**config.mk**
```make
export PLATFORM = sky130hd
export DESIGN_NAME = tft_spi_tx_flat
export DESIGN_NICKNAME = d
export VERILOG_FILES = /design/src/rtl/tft_spi_pkg.sv /design/src/rtl/tft_spi_tx_if.sv /design/src/rtl/tft_byte_fifo.sv /design/src/rtl/tft_spi_tx.sv /design/src/flat_wrapper.sv
export SDC_FILE = /design/constraint.sdc
export NUM_CORES = 1
export LEC_CHECK = 0
export ABC_CLOCK_PERIOD_IN_PS = 4760
export CAP_MARGIN = 20
export CELL_PAD_IN_SITES_DETAIL_PLACEMENT = 0
export CELL_PAD_IN_SITES_GLOBAL_PLACEMENT = 1
export CORE_MARGIN = 2
export CORE_UTILIZATION = 52
export CTS_CLUSTER_DIAMETER = 40
export CTS_CLUSTER_SIZE = 28
export DETAILED_ROUTE_END_ITERATION = 10
export PLACE_DENSITY_LB_ADDON = 0.08
export SETUP_SLACK_MARGIN = 0.4
export SLEW_MARGIN = 5
export SYNTH_ARGS = -nofsm -noshare
export SYNTH_HDL_FRONTEND = slang
export SYNTH_SLANG_ARGS = --single-unit
```
**constraint.sdc**
```tcl
create_clock -name clk -period 4.76 [get_ports clk]
set_input_delay 0.714 -clock clk [delete_from_list [all_inputs] [get_ports clk]]
set_output_delay 0.714 -clock clk [all_outputs]
set_load 0.05 [all_outputs]
```
**src/rtl/tft_spi_pkg.sv**
```systemverilog
// Shared types for the TFT SPI transmitter: FSM encoding, FIFO entry format
// and the panel command bytes used by the drawing stages.
package tft_spi_pkg;

    typedef enum logic [2:0] {
        ST_IDLE  = 3'd0,
        ST_LOAD  = 3'd1,
        ST_SETUP = 3'd2,
        ST_LOW   = 3'd3,
        ST_HIGH  = 3'd4
    } tx_state_t;

    typedef struct packed {
        logic       dc;
        logic [7:0] data;
    } tft_byte_t;

    localparam logic [7:0] CMD_CASET = 8'h2A;
    localparam logic [7:0] CMD_PASET = 8'h2B;
    localparam logic [7:0] CMD_RAMWR = 8'h2C;

endpackage

```
**src/rtl/tft_spi_tx_if.sv**
```systemverilog
// Byte write handshake between the drawing stages (master) and the SPI
// transmitter (slave), including status flags and the overflow clear.
interface tft_spi_tx_if;
    logic       tft_transmit;
    logic       tft_dc;
    logic [7:0] tft_data;
    logic       tft_busy;
    logic       tx_idle;
    logic       overflow;
    logic       overflow_clr;

    modport master (
        output tft_transmit, tft_dc, tft_data, overflow_clr,
        input  tft_busy, tx_idle, overflow
    );

    modport slave (
        input  tft_transmit, tft_dc, tft_data, overflow_clr,
        output tft_busy, tx_idle, overflow
    );
endinterface

```
**src/rtl/tft_byte_fifo.sv**
```systemverilog
// Synchronous FIFO of {dc,data} entries; DEPTH must be a power of two so the
// pointers wrap naturally. Push while full and pop while empty are ignored.
module tft_byte_fifo
    import tft_spi_pkg::*;
#(
    parameter int DEPTH = 4
) (
    input  logic                     clk,
    input  logic                     rst,
    input  logic                     push,
    input  tft_byte_t                wr_data,
    input  logic                     pop,
    output tft_byte_t                rd_data,
    output logic                     full,
    output logic                     empty,
    output logic [$clog2(DEPTH):0]   count
);
    localparam int AW = $clog2(DEPTH);

    tft_byte_t         mem [DEPTH];
    logic [AW-1:0]     wr_ptr;
    logic [AW-1:0]     rd_ptr;
    logic              push_ok;
    logic              pop_ok;

    assign full    = (count == (AW+1)'(DEPTH));
    assign empty   = (count == '0);
    assign push_ok = push && !full;
    assign pop_ok  = pop && !empty;
    assign rd_data = mem[rd_ptr];

    always_ff @(posedge clk or posedge rst) begin
        if (rst) begin
            wr_ptr <= '0;
            rd_ptr <= '0;
            count  <= '0;
        end else begin
            if (push_ok) wr_ptr <= wr_ptr + 1'b1;
            if (pop_ok)  rd_ptr <= rd_ptr + 1'b1;
            case ({push_ok, pop_ok})
                2'b10:   count <= count + 1'b1;
                2'b01:   count <= count - 1'b1;
                default: count <= count;
            endcase
        end
    end

    always_ff @(posedge clk) begin
        if (push_ok) mem[wr_ptr] <= wr_data;
    end
endmodule

```
**src/rtl/tft_spi_tx.sv**
```systemverilog
// Byte-level SPI (mode 0, MSB first) transmitter to the TFT panel with input FIFO.
// Define TFT_SPI_CS_IDLE_EN to release chip select after CS_IDLE_CYCLES idle clocks.
//
// state | meaning
// IDLE  | waiting for a FIFO entry
// LOAD  | pop entry, present dc and bit 7, assert CS (1 clk)
// SETUP | CS-to-SCK setup after CS was released, SCK low
// LOW   | SCK low half-period, data may change
// HIGH  | SCK high half-period, panel samples
module tft_spi_tx
    import tft_spi_pkg::*;
#(
    parameter int FIFO_DEPTH     = 4,
    parameter int CLK_DIV        = 2,
    parameter int CS_IDLE_CYCLES = 16
) (
    input  logic        clk,
    input  logic        rst,
    tft_spi_tx_if.slave wr,
    output logic        spi_sck,
    output logic        spi_mosi,
    output logic        spi_dc,
    output logic        spi_cs_n
);
    localparam int                CNT_W    = $clog2(FIFO_DEPTH) + 1;
    localparam int                DIV_W    = (CLK_DIV > 1) ? $clog2(CLK_DIV) : 1;
    localparam logic [DIV_W-1:0]  DIV_LAST = DIV_W'(CLK_DIV - 1);

    tx_state_t          state;
    tx_state_t          state_next;
    tft_byte_t          fifo_wr;
    tft_byte_t          fifo_rd;
    logic               fifo_full;
    logic               fifo_empty;
    logic               fifo_pop;
    logic [CNT_W-1:0]   fifo_count;
    logic [DIV_W-1:0]   div_cnt;
    logic               div_done;
    logic [7:0]         shreg;
    logic [2:0]         bit_idx;
    logic               overflow_q;
    logic               cs_release;

    assign fifo_wr = {wr.tft_dc, wr.tft_data};

    tft_byte_fifo #(.DEPTH(FIFO_DEPTH)) u_fifo (
        .clk     (clk),
        .rst     (rst),
        .push    (wr.tft_transmit),
        .wr_data (fifo_wr),
        .pop     (fifo_pop),
        .rd_data (fifo_rd),
        .full    (fifo_full),
        .empty   (fifo_empty),
        .count   (fifo_count)
    );

    // busy is the full compare on the registered count, so a push and pop
    // in the same full cycle still refuses the push
    assign wr.tft_busy = fifo_full;
    assign wr.overflow = overflow_q;

    always_ff @(posedge clk or posedge rst) begin
        if (rst)                                  overflow_q <= 1'b0;
        else if (wr.tft_transmit && fifo_full)    overflow_q <= 1'b1;
        else if (wr.overflow_clr)                 overflow_q <= 1'b0;
    end

    always_ff @(posedge clk or posedge rst) begin
        if (rst) state <= ST_IDLE;
        else     state <= state_next;
    end

    assign div_done = (div_cnt == DIV_LAST);

    always_comb begin
        state_next = state;
        case (state)
            ST_IDLE:  if (!fifo_empty) state_next = ST_LOAD;
            ST_LOAD:  state_next = spi_cs_n ? ST_SETUP : ST_LOW;
            ST_SETUP: if (div_done) state_next = ST_LOW;
            ST_LOW:   if (div_done) state_next = ST_HIGH;
            ST_HIGH: begin
                if (div_done) begin
                    if (bit_idx != 3'd0) state_next = ST_LOW;
                    else if (fifo_empty) state_next = ST_IDLE;
                    else                 state_next = ST_LOAD;
                end
            end
            default:  state_next = ST_IDLE;
        endcase
    end

    always_comb begin
        fifo_pop   = (state == ST_LOAD);
        spi_sck    = (state == ST_HIGH);
        wr.tx_idle = (state == ST_IDLE) && (fifo_count == '0);
    end

    always_ff @(posedge clk or posedge rst) begin
        if (rst)                                              div_cnt <= '0;
        else if (state_next != state)                         div_cnt <= '0;
        else if ((state inside {ST_SETUP, ST_LOW, ST_HIGH}) && !div_done)
                                                              div_cnt <= div_cnt + 1'b1;
    end

    // MOSI is the shifter MSB; it only moves on LOAD exit or HIGH exit, i.e. with SCK low
    assign spi_mosi = shreg[7];

    always_ff @(posedge clk or posedge rst) begin
        if (rst) begin
            shreg    <= '0;
            bit_idx  <= '0;
            spi_dc   <= 1'b0;
            spi_cs_n <= 1'b1;
        end else if (state == ST_LOAD) begin
            shreg    <= fifo_rd.data;
            spi_dc   <= fifo_rd.dc;
            spi_cs_n <= 1'b0;
            bit_idx  <= 3'd7;
        end else if (state == ST_HIGH && div_done && bit_idx != 3'd0) begin
            shreg    <= {shreg[6:0], 1'b0};
            bit_idx  <= bit_idx - 1'b1;
        end else if (cs_release) begin
            spi_cs_n <= 1'b1;
        end
    end

`ifdef TFT_SPI_CS_IDLE_EN
    localparam int IDLE_W = $clog2(CS_IDLE_CYCLES + 1);

    logic [IDLE_W-1:0] idle_cnt;
    logic              idle_quiet;

    assign idle_quiet = (state == ST_IDLE) && fifo_empty && !wr.tft_transmit;
    assign cs_release = idle_quiet && (idle_cnt == IDLE_W'(CS_IDLE_CYCLES - 1));

    always_ff @(posedge clk or posedge rst) begin
        if (rst)                                          idle_cnt <= '0;
        else if (!idle_quiet)                             idle_cnt <= '0;
        else if (idle_cnt != IDLE_W'(CS_IDLE_CYCLES))     idle_cnt <= idle_cnt + 1'b1;
    end
`else
    assign cs_release = 1'b0;
`endif

endmodule

```
**src/flat_wrapper.sv**
```systemverilog
// flat-port wrapper written by rule: the top's interface ports become plain ports
module tft_spi_tx_flat import tft_spi_pkg::*;
#(
    parameter int FIFO_DEPTH     = 4,
    parameter int CLK_DIV        = 2,
    parameter int CS_IDLE_CYCLES = 16
)
  (clk, rst, spi_sck, spi_mosi, spi_dc, spi_cs_n, wr_tft_transmit, wr_tft_dc, wr_tft_data, wr_overflow_clr, wr_tft_busy, wr_tx_idle, wr_overflow);
  tft_spi_tx_if wr_i ();
  input  logic clk;
  input  logic rst;
  output logic spi_sck;
  output logic spi_mosi;
  output logic spi_dc;
  output logic spi_cs_n;
  input wire logic [$bits(wr_i.tft_transmit)-1:0] wr_tft_transmit;
  input wire logic [$bits(wr_i.tft_dc)-1:0] wr_tft_dc;
  input wire logic [$bits(wr_i.tft_data)-1:0] wr_tft_data;
  input wire logic [$bits(wr_i.overflow_clr)-1:0] wr_overflow_clr;
  output wire logic [$bits(wr_i.tft_busy)-1:0] wr_tft_busy;
  output wire logic [$bits(wr_i.tx_idle)-1:0] wr_tx_idle;
  output wire logic [$bits(wr_i.overflow)-1:0] wr_overflow;
  assign wr_i.tft_transmit = wr_tft_transmit;
  assign wr_i.tft_dc = wr_tft_dc;
  assign wr_i.tft_data = wr_tft_data;
  assign wr_i.overflow_clr = wr_overflow_clr;
  assign wr_tft_busy = wr_i.tft_busy;
  assign wr_tx_idle = wr_i.tx_idle;
  assign wr_overflow = wr_i.overflow;
  tft_spi_tx #(.FIFO_DEPTH(FIFO_DEPTH), .CLK_DIV(CLK_DIV), .CS_IDLE_CYCLES(CS_IDLE_CYCLES)) u_core (.clk(clk), .rst(rst), .wr(wr_i), .spi_sck(spi_sck), .spi_mosi(spi_mosi), .spi_dc(spi_dc), .spi_cs_n(spi_cs_n));
endmodule
```
==> results.yml <==
setup_path:
  critical_path.top_delay_family: "buffers and inverters"
  critPathMaxStageDelay_ps: 870
  crit_path_top_delay_cell: "clkdlybuf4s50_1"
  reg2reg_depth: 9
  endpoint_kind: "primary output"
  rr_startpoint: "u_core.u_fifo.count[1]"
  path_class: "reg2out"
  crit_chain: "or3_1, nor4_1, clkdlybuf4s50_1"
  crit_fanout: 4
  worst-path-buf-inv: 1
  critical_path_required_ps: 4050
  r2r-end: "u_core.u_fifo.count[2]"
  startpoint_type: "flop"
  worstPathArrival_ps: 2350
  r2r_setup_slack_ps: 2600
global_routing:
  met1_usage_pct: 22.1
  grt_max_degree: 26
  busiest_layer: "met2"
  grt_pass1_vias: 1428
  grt_usage_pct: 17.6
  use_met3_pct: 4.42
  grt_pass1_wl_mm: 6.79
  antenna_found_initial: 0
  grt_util_met2_pct: 27.4
  gr-total-overflow: 0
place:
  place.gp.congestion: 0.807
  post_dp_cell_area_mm2: 0.00285
  dp_hpwl_mm: 2.80
  io_buffers: 19
cells_and_area:
  drive_gt1_share_pct: 16.6
  fill_cells: 357
  fin_nets: 209
  diodes: 0
  syn2layout_area_growth_pct: 16.8
  stdcell_area_mm2: 0.00306
  multiInputGateArea_um2: 813
  ff_latch_area_mm2: 0.00171
timing:
  whs_ps: 473
  max_freq_mhz: 327
  finalHoldViolCount: 0
  fin_crit_sh_pct: 64.3
  final.min_clock_period_ps: 3060
  worst_pin_slew_ps: 603
  slew_violations: 0
  setup_viol: 0
  rsz0062_at_grt: "false"
  maxSlewHeadroom_pct: 59.8
  fin_skew_ps: 6.65
  fin_setup_tns_ps: 0
floorplanning:
  chipWidth_um: 74.9
  ios: 20
  design.die.area_mm2: 0.00561
  start_util_pct: 54.7
  coreArea_mm2: 0.00479
  die_h_um: 74.9
  num_rows: 25
clock_tree:
  cts_setup_buffers: 0
  clock-root-buffer: "clkbuf_8"
  clockBufferDepth: 2
  cts.clk_slew.worst_paths_ps: 70
  cts_hold_buffers: 0
  cts_sinks: 61
  ctsResizeCount: 0
  numCtsBuffers: 9
  cts_tree: "done"
  ctsHtreeMaxLevel: 3
  clkLatencyLatePin_ps: 340
yosys:
  synth_nets: 184
  yosysUniqueCellTypes: 36
  async_flop_share_pct: 41.0
  yosysTopAreaCellShare_pct: 41.3
  syn_area_per_cell_um2: 16.1
  synth_commonest_cells: "36 x edfxtp_1, 24 x dfrtp_1, 13 x inv_1"
  synth_most_common_cell: "edfxtp_1"
  synth_edf_count: 36
  yosys_warnings: 0
  ys.flop_type: "edfxtp_1"
  seq_area_frac_synth_pct: 65.3
  syn_inst: 163
  yosysTopAreaCell: "edfxtp_1"
  netlist_area_mm2: 0.00262
  synth_area_leaders: "edfxtp_1 41%, dfrtp_1 23%, mux4_2 5.2%, ha_1 3.3%, a221o_1 3.1%"
  synth_seq_cells: 61
pwr:
  leakage_nw: 1.19
  vdd_drop_max_uv: 323
  powerDensity_mw_per_mm2: 620
detailed_routing:
  ant_nets: 0
  via_per_inst: 5.29
  vias: 1375
  dr.pass1.iters: 4
  routed_wl_mm: 4.15
  drtIter0Drc: 89
  wl_per_cell_um: 16.0
  drc: 0
min_path:
  min-delay-start: "u_core.bit_idx[2]"
  hold_depth: 1
  hold_class: "reg2reg"
  worstHoldEndpoint: "u_core.bit_idx[2]"
run_status:
  status: "completed"
job:
  max_cap_violations: 0
where the power goes:
part / switching (W) / internal, W / leakage (nW)
Sequential: 0.000145 / 0.000726 / 0.620
Combinational: 0.000284 / 0.000301 / 0.472
Clock: 0.000200 / 0.000238 / 0.0987
Total: 0.000629 / 0.00127 / 1.19
registers in the layout, indices dropped and copies added (netlist names), 2 cells and up:
name and count:
u_core.bit_idx 3, u_core.shreg 8, u_core.state 3, u_core.u_fifo.count 3
u_core.u_fifo.mem 36, u_core.u_fifo.rd_ptr 2, u_core.u_fifo.wr_ptr 2
metrics by stage:
stage	total power, W	utilization, %	std cells	worst slack [ps]
floorplan	0.00132	-	163	1620
CTS	0.00191	63.6	259	1670
global route	0.00201	63.9	260	1600
global placement	0.00144	59.6	243	2140
detailed placement	0.00147	59.6	243	2050
finish	0.00189	63.9	260	1700
cell families after synthesis:
| family | after synthesis | share of synthesized area, % |
|---|---|---|
| and+or+nand+nor | 35 | 8.18 |
| buffers and inverters | 20 | 3.63 |
| xor gates and xnor gates | 6 | 2.01 |
| AOI/OAI and AO/OA | 16 | 5.36 |
| adders and majority gates | 8 | 4.11 |
| muxes | 17 | 11.4 |
| DFF | 61 | 65.3 |
worst max-delay path by stage:
| stage | cells past startpoint | from | slack [ps] | to |
|---|---|---|---|---|
| final | 3 | u_core.u_fifo.count[2] | 1700 | wr_tx_idle |
| after global routing | 3 | u_core.u_fifo.count[2] | 1600 | wr_tx_idle |
| after CTS | 3 | u_core.u_fifo.count[2] | 1670 | wr_tx_idle |
| after detailed placement | 3 | u_core.u_fifo.count[2] | 2050 | wr_tx_idle |
| after global placement | 3 | u_core.u_fifo.count[2] | 2140 | wr_tx_idle |
| after floorplan | 9 | u_core.u_fifo.count[1] | 1620 | u_core.u_fifo.count[2] |
worst reg2reg max path, cell delays in order, from the launching register on:
cell and delay [ps]:
dfrtp_1 410, nor3b_1 350, nor2b_1 190, inv_1 90, ha_1 180, inv_1 60, fa_1 380, xor2_1 150
nor2_1 110, xor2_1 170
final cells by class:
cell class	instances	area share (%)
clock inverter	7	2.17
timing repair buffer	21	6.96
multi-input combinational	82	26.6
inverter	13	1.60
clock buffer	9	4.05
sequential	61	55.9
tap	67	2.74
placed cells by master, fill, tap and decap left out, types with 3 or more instances in the layout:
cell / count
nor2_1: 5
nand2b_1: 3
xnor2_1: 3
mux2i_1: 4
ha_1: 7
mux4_2: 6
nand2_1: 4
o21ai_0: 3
a221o_1: 8
dfrtp_1: 24
and2_1: 10
clkinv_2: 4
inv_1: 13
xor2_1: 3
clkdlybuf4s50_1: 19
edfxtp_1: 36
mux4_1: 3
mux2_2: 4
clkbuf_8: 9
per-layer routing:
| metal | wire, um | share of wire (%) |
|---|---|---|
| met1 | 1840 | 44 |
| met2 | 2100 | 50 |
| met3 | 109 | 2.6 |
| met4 | 102 | 2.5 |
| met5 | 0 | 0 |
Note: power is estimated with default switching activity, not from simulation.
==> edit 1, RTL diff (same flow settings) <==
`FIFO_DEPTH` is set to 4 in 2 places; all go to 8.
--- a/src/rtl/tft_spi_tx.sv
+++ b/src/rtl/tft_spi_tx.sv
@@ -10,7 +10,7 @@
 module tft_spi_tx
     import tft_spi_pkg::*;
 #(
-    parameter int FIFO_DEPTH     = 4,
+    parameter int FIFO_DEPTH     = 8,
     parameter int CLK_DIV        = 2,
     parameter int CS_IDLE_CYCLES = 16
 ) (
--- a/src/flat_wrapper.sv
+++ b/src/flat_wrapper.sv
@@ -1,7 +1,7 @@
 // flat-port wrapper written by rule: the top's interface ports become plain ports
 module tft_spi_tx_flat import tft_spi_pkg::*;
 #(
-    parameter int FIFO_DEPTH     = 4,
+    parameter int FIFO_DEPTH     = 8,
     parameter int CLK_DIV        = 2,
     parameter int CS_IDLE_CYCLES = 16
 )
Function: changed (Yosys sat finds a counterexample within 10 cycles, from zero or initial values and one cycle with rst high).
==> edit 1 against the unedited design <==
- fmax decreased by 2.8%
- setup slack got worse by 89 ps
- sequential cell count rose by 39
- total power is 44% higher
- hold slack better by 20 ps
- routed wire length rose by 86%
- critical path depth stayed put
- final area rose by 55%
- sequential share of layout area increased by 4.8 points
- area after synthesis grew 62%
- clock skew grew 0.96 ps
- largest cell class unchanged
- largest power group unchanged
==> edit 1: results (changes against the unedited design) <==
Worst Hold Slack 493 ps (+19.9 ps); Total Routing Usage GR 19.0% (+1.4 points); layout cells sized above 1 10.2% (-6.3 points); register area share after synthesis 67.6% (+2.3 points); synth cell count leaders edfxtp_1 (72), mux2i_1 (33), nand2_1 (31), dfrtp_1 (27), a22oi_1 (15); r2r endpoint u_core.u_fifo.count[3]$_DFFE_PP0P_; reg2reg start u_core.state[1]$_DFF_PP0_; VDD IR max 291 uV (-9.7%); Reg2Reg Setup Slack 1870 ps (-730 ps); Clock Pin Slew Worst Setup and Hold Paths 100 ps (+30 ps); WP data arrival 2440 ps (+90 ps); number of global-route vias before repair 2216 (+55%); fillers 616 (+73%); Setup Skew 7.60 ps (+0.957 ps); Synth area leaders edfxtp_1 (51%), dfrtp_1 (16%), mux2i_1 (7.8%); Detailed Route WL 7730 microns (+86%); Post-Syn Nets 318 (+73%); largest net degree at the start of global routing 35 (+35%); Cell variety after synth 43 (+19%); wire length on met1 3720 microns (+100%); first-pass GRT wire length 12100 microns (+78%); slew margin rel. 29.6% (-30 points); P_comb 0.841 mW (+44%); dpl cell area 4520 sq um (+59%); nets 338 (+62%); DP Wirelength 4920 microns (+75%); Synth Area in Compound Gates 7.14% (+1.8 points); status completed; CP max FO 5 (+1); DR vias 2367 (+72%); Placer Congestion 0.807 (about the same)
[edit 1: cell types whose count changed after synthesis, moves of 5 or more]
| cell | before | now |
|---|---|---|
| a21oi_1 | 0 | 8 |
| a221o_1 | 8 | 0 |
| a22oi_1 | 0 | 15 |
| a31oi_1 | 0 | 8 |
| and2_1 | 10 | 2 |
| clkbuf_1 | 2 | 7 |
| edfxtp_1 | 36 | 72 |
| mux2i_1 | 4 | 33 |
| nand2_1 | 4 | 31 |
| nor3_1 | 0 | 5 |
[edit 1: critical path, cell delays in order (launching register included)]
cell and delay [ps]:
dfrtp_1 460, or4_4 590, nor4_1 180, clkdlybuf4s50_1 840
[edit 1: cell families after synthesis]
| logic type | count (synthesis) |
|---|---|
| AO/OA/AOI/OAI | 46 |
| AND/OR/NAND/NOR | 72 |
| adder cells (fa/ha/maj) | 8 |
| flip-flops | 100 |
| multiplexers | 37 |
| buffers and inverters | 27 |
| XOR/XNOR | 7 |
[edit 1: final cells by class]
class | count | area, sq um | area share, %
Clock inverter | 7 | 70.1 | 1.48
Clock buffer | 9 | 124 | 2.62
Inverter | 11 | 41.3 | 0.874
Tap cell | 102 | 128 | 2.70
Multi-Input combinational cell | 170 | 1260 | 26.7
Sequential cell | 100 | 2870 | 60.6
Timing Repair Buffer | 25 | 235 | 4.98
[edit 1: routing by layer]
layer  GRT usage [%]  vias to the layer above
li1                -                     1148
met1            28.4                     1162
met2            28.3                       47
met3            3.45                       10
met4            6.52                        0
met5               0                        -
[edit 1: stage by stage]
stage               std cells  util (%)  worst slack [ps]  total power [mW]
floorplan                 297         -              1630              2.00
global placement          407      57.9              1820              2.22
detailed placement        407      57.9              1790              2.23
CTS                       423      60.4              1570              2.75
global route              424      60.5              1510              2.90
finish                    424      60.5              1610              2.72
==> edit 2, RTL diff (config.mk and constraints unchanged) <==
Without the edit above. Register the output `spi_sck`, with the module's reset; this adds one clock of latency there. The other outputs are not delayed to match.
--- a/src/rtl/tft_spi_tx.sv
+++ b/src/rtl/tft_spi_tx.sv
@@ -25,6 +25,8 @@
     localparam int                CNT_W    = $clog2(FIFO_DEPTH) + 1;
     localparam int                DIV_W    = (CLK_DIV > 1) ? $clog2(CLK_DIV) : 1;
     localparam logic [DIV_W-1:0]  DIV_LAST = DIV_W'(CLK_DIV - 1);
+
+    logic spi_sck_d;
 
     tx_state_t          state;
     tx_state_t          state_next;
@@ -93,7 +95,7 @@
 
     always_comb begin
         fifo_pop   = (state == ST_LOAD);
-        spi_sck    = (state == ST_HIGH);
+        spi_sck_d  = (state == ST_HIGH);
         wr.tx_idle = (state == ST_IDLE) && (fifo_count == '0);
     end
 
@@ -144,5 +146,13 @@
     assign cs_release = 1'b0;
 `endif
 
+    always_ff @(posedge clk or posedge rst) begin
+        if (rst) begin
+            spi_sck <= '0;
+        end else begin
+            spi_sck <= spi_sck_d;
+        end
+    end
+
 endmodule
 
Formal check against the unedited RTL: not equivalent (a bounded check fails within 10 cycles, from zero or initial values and one cycle with rst high).
==> edit 2 against the unedited design <==
- via count is 1.9% higher
- sequential cell count is 1 higher
- area after synthesis is 0.96% higher
- routed wire length is 1.2% higher
- sequential share of layout area is 0.40 points higher
- setup slack better by 18 ps
- combinational power is 0.9% higher
- non-clock buffer count stayed put
- total power is 1.5% lower
- final area is 0.74% higher
- global-route usage is 0.29 points lower
- clock power is 9.6% lower
==> edit 2: results (changes against the unedited design) <==
Worst Hold Class flop to flop; register area share after synthesis 65.6% (+0.33 points); Worst Tran Pin Value 627 ps (+23.9 ps); layout cells sized above 1 16.5% (-0.085 points); Iter 0 DRT Violations 119 (+34%); post-synthesis mux area share 11.3% (-0.11 points); Placer Congestion 0.733 (-9.3%); cells after synthesis 164 (+0.61%); Placement Setup Slack 2070 ps (+19.8 ps); dpl cells 244 (+0.41%); Antenna Cells 0 (unchanged); Synth Area in Compound Gates 5.31% (-0.051 points); Synth area leaders edfxtp_1 (41%), dfrtp_1 (24%), mux4_2 (5.1%); XOR/XNOR Fraction of Synth Area 1.99% (-0.019 points); total CTS buffers 9 (unchanged); Setup Skew 7.93 ps (+1.28 ps); fin worst setup slack 1720 ps (+17.6 ps); DP Wirelength 2880 microns (+2.6%); PortBufs 19 (unchanged); Total Routing Usage GR 17.3% (-0.29 points); status completed; WP data arrival 2330 ps (-20 ps); Detailed Route WL 4200 microns (+1.2%); post-synth top area share 40.9% (-0.39 points); LEAKAGE 1.20 nW (+0.47%); synth cell count leaders edfxtp_1 (36), dfrtp_1 (25), inv_1 (13), and2_1 (10), a221o_1 (8); post-synthesis adder-cell area fraction 4.07% (-0.039 points); Setup Buffers After CTS 0 (unchanged); Reg2Reg Setup Slack 2580 ps (-20 ps); VDD IR max 373 uV (+16%); top_reg_cell synth edfxtp_1; largest net degree at the start of global routing 27 (+3.8%); Post-Syn Nets 185 (+0.54%); first-pass GRT wire length 6840 microns (+0.71%); Synth async-reset ratio 41.9% (+0.95 points); dpl cell area 2880 sq um (+0.88%); WL/cell 16.1 microns (+0.77%); nets 210 (+0.48%); DR vias 1401 (+1.9%)
[edit 2: layer usage]
metal	track usage, %	vias up	routed length [microns]
met2	25.9	24	2030
met1	23.7	715	1970
li1	-	655	-
met3	5.62	7	134
met4	7.02	0	64
met5	0	-	0
[edit 2: worst paths after layout]
| kind | end | cells after the start | from |
|---|---|---|---|
| setup / recovery | wr_tx_idle | 3 | u_core.u_fifo.count[2]$_DFFE_PP0P_ |
| hold / removal | u_core.bit_idx[2]$_DFFE_PP0P_ | 1 | u_core.bit_idx[2]$_DFFE_PP0P_ |
| setup reg to reg | u_core.u_fifo.count[2]$_DFFE_PP0P_ | 9 | u_core.u_fifo.count[0]$_DFFE_PP0P_ |
| hold reg to reg | u_core.bit_idx[2]$_DFFE_PP0P_ | 1 | u_core.bit_idx[2]$_DFFE_PP0P_ |
| max in group asynchronous | u_core.spi_cs_n$_DFFE_PP1P_ | 3 | rst |
| min in group asynchronous | u_core.div_cnt$_DFFE_PP0P_ | 2 | rst |
[edit 2: through the flow]
stage,util [%],hold slack (ps)
after floorplan,-,437
after global placement,59.7,451
after detailed placement,59.7,465
after CTS,63.4,473
after global routing,63.9,487
final,63.9,471
[edit 2: cells by family after synthesis]
group	after synthesis
AO/OA/AOI/OAI	16
XOR/XNOR	6
adder cells (fa/ha/maj)	8
buffers and inverters	20
flip-flops	62
multiplexers	17
AND/OR/NAND/NOR	35
[edit 2: power by group]
part           internal (mW)  switching, mW
Sequential             0.735          0.144
Combinational          0.303          0.287
Clock                  0.189          0.208
Total                   1.23          0.640
[edit 2: final cells by class]
type	instances	area, sq um
clock inverters	7	51.3
repair buffers	21	225
flip-flops and latches	62	1730
fillers	384	1740
inverters	13	48.8
clock buffers	9	124
well taps	67	83.8
multi-input cells	82	813
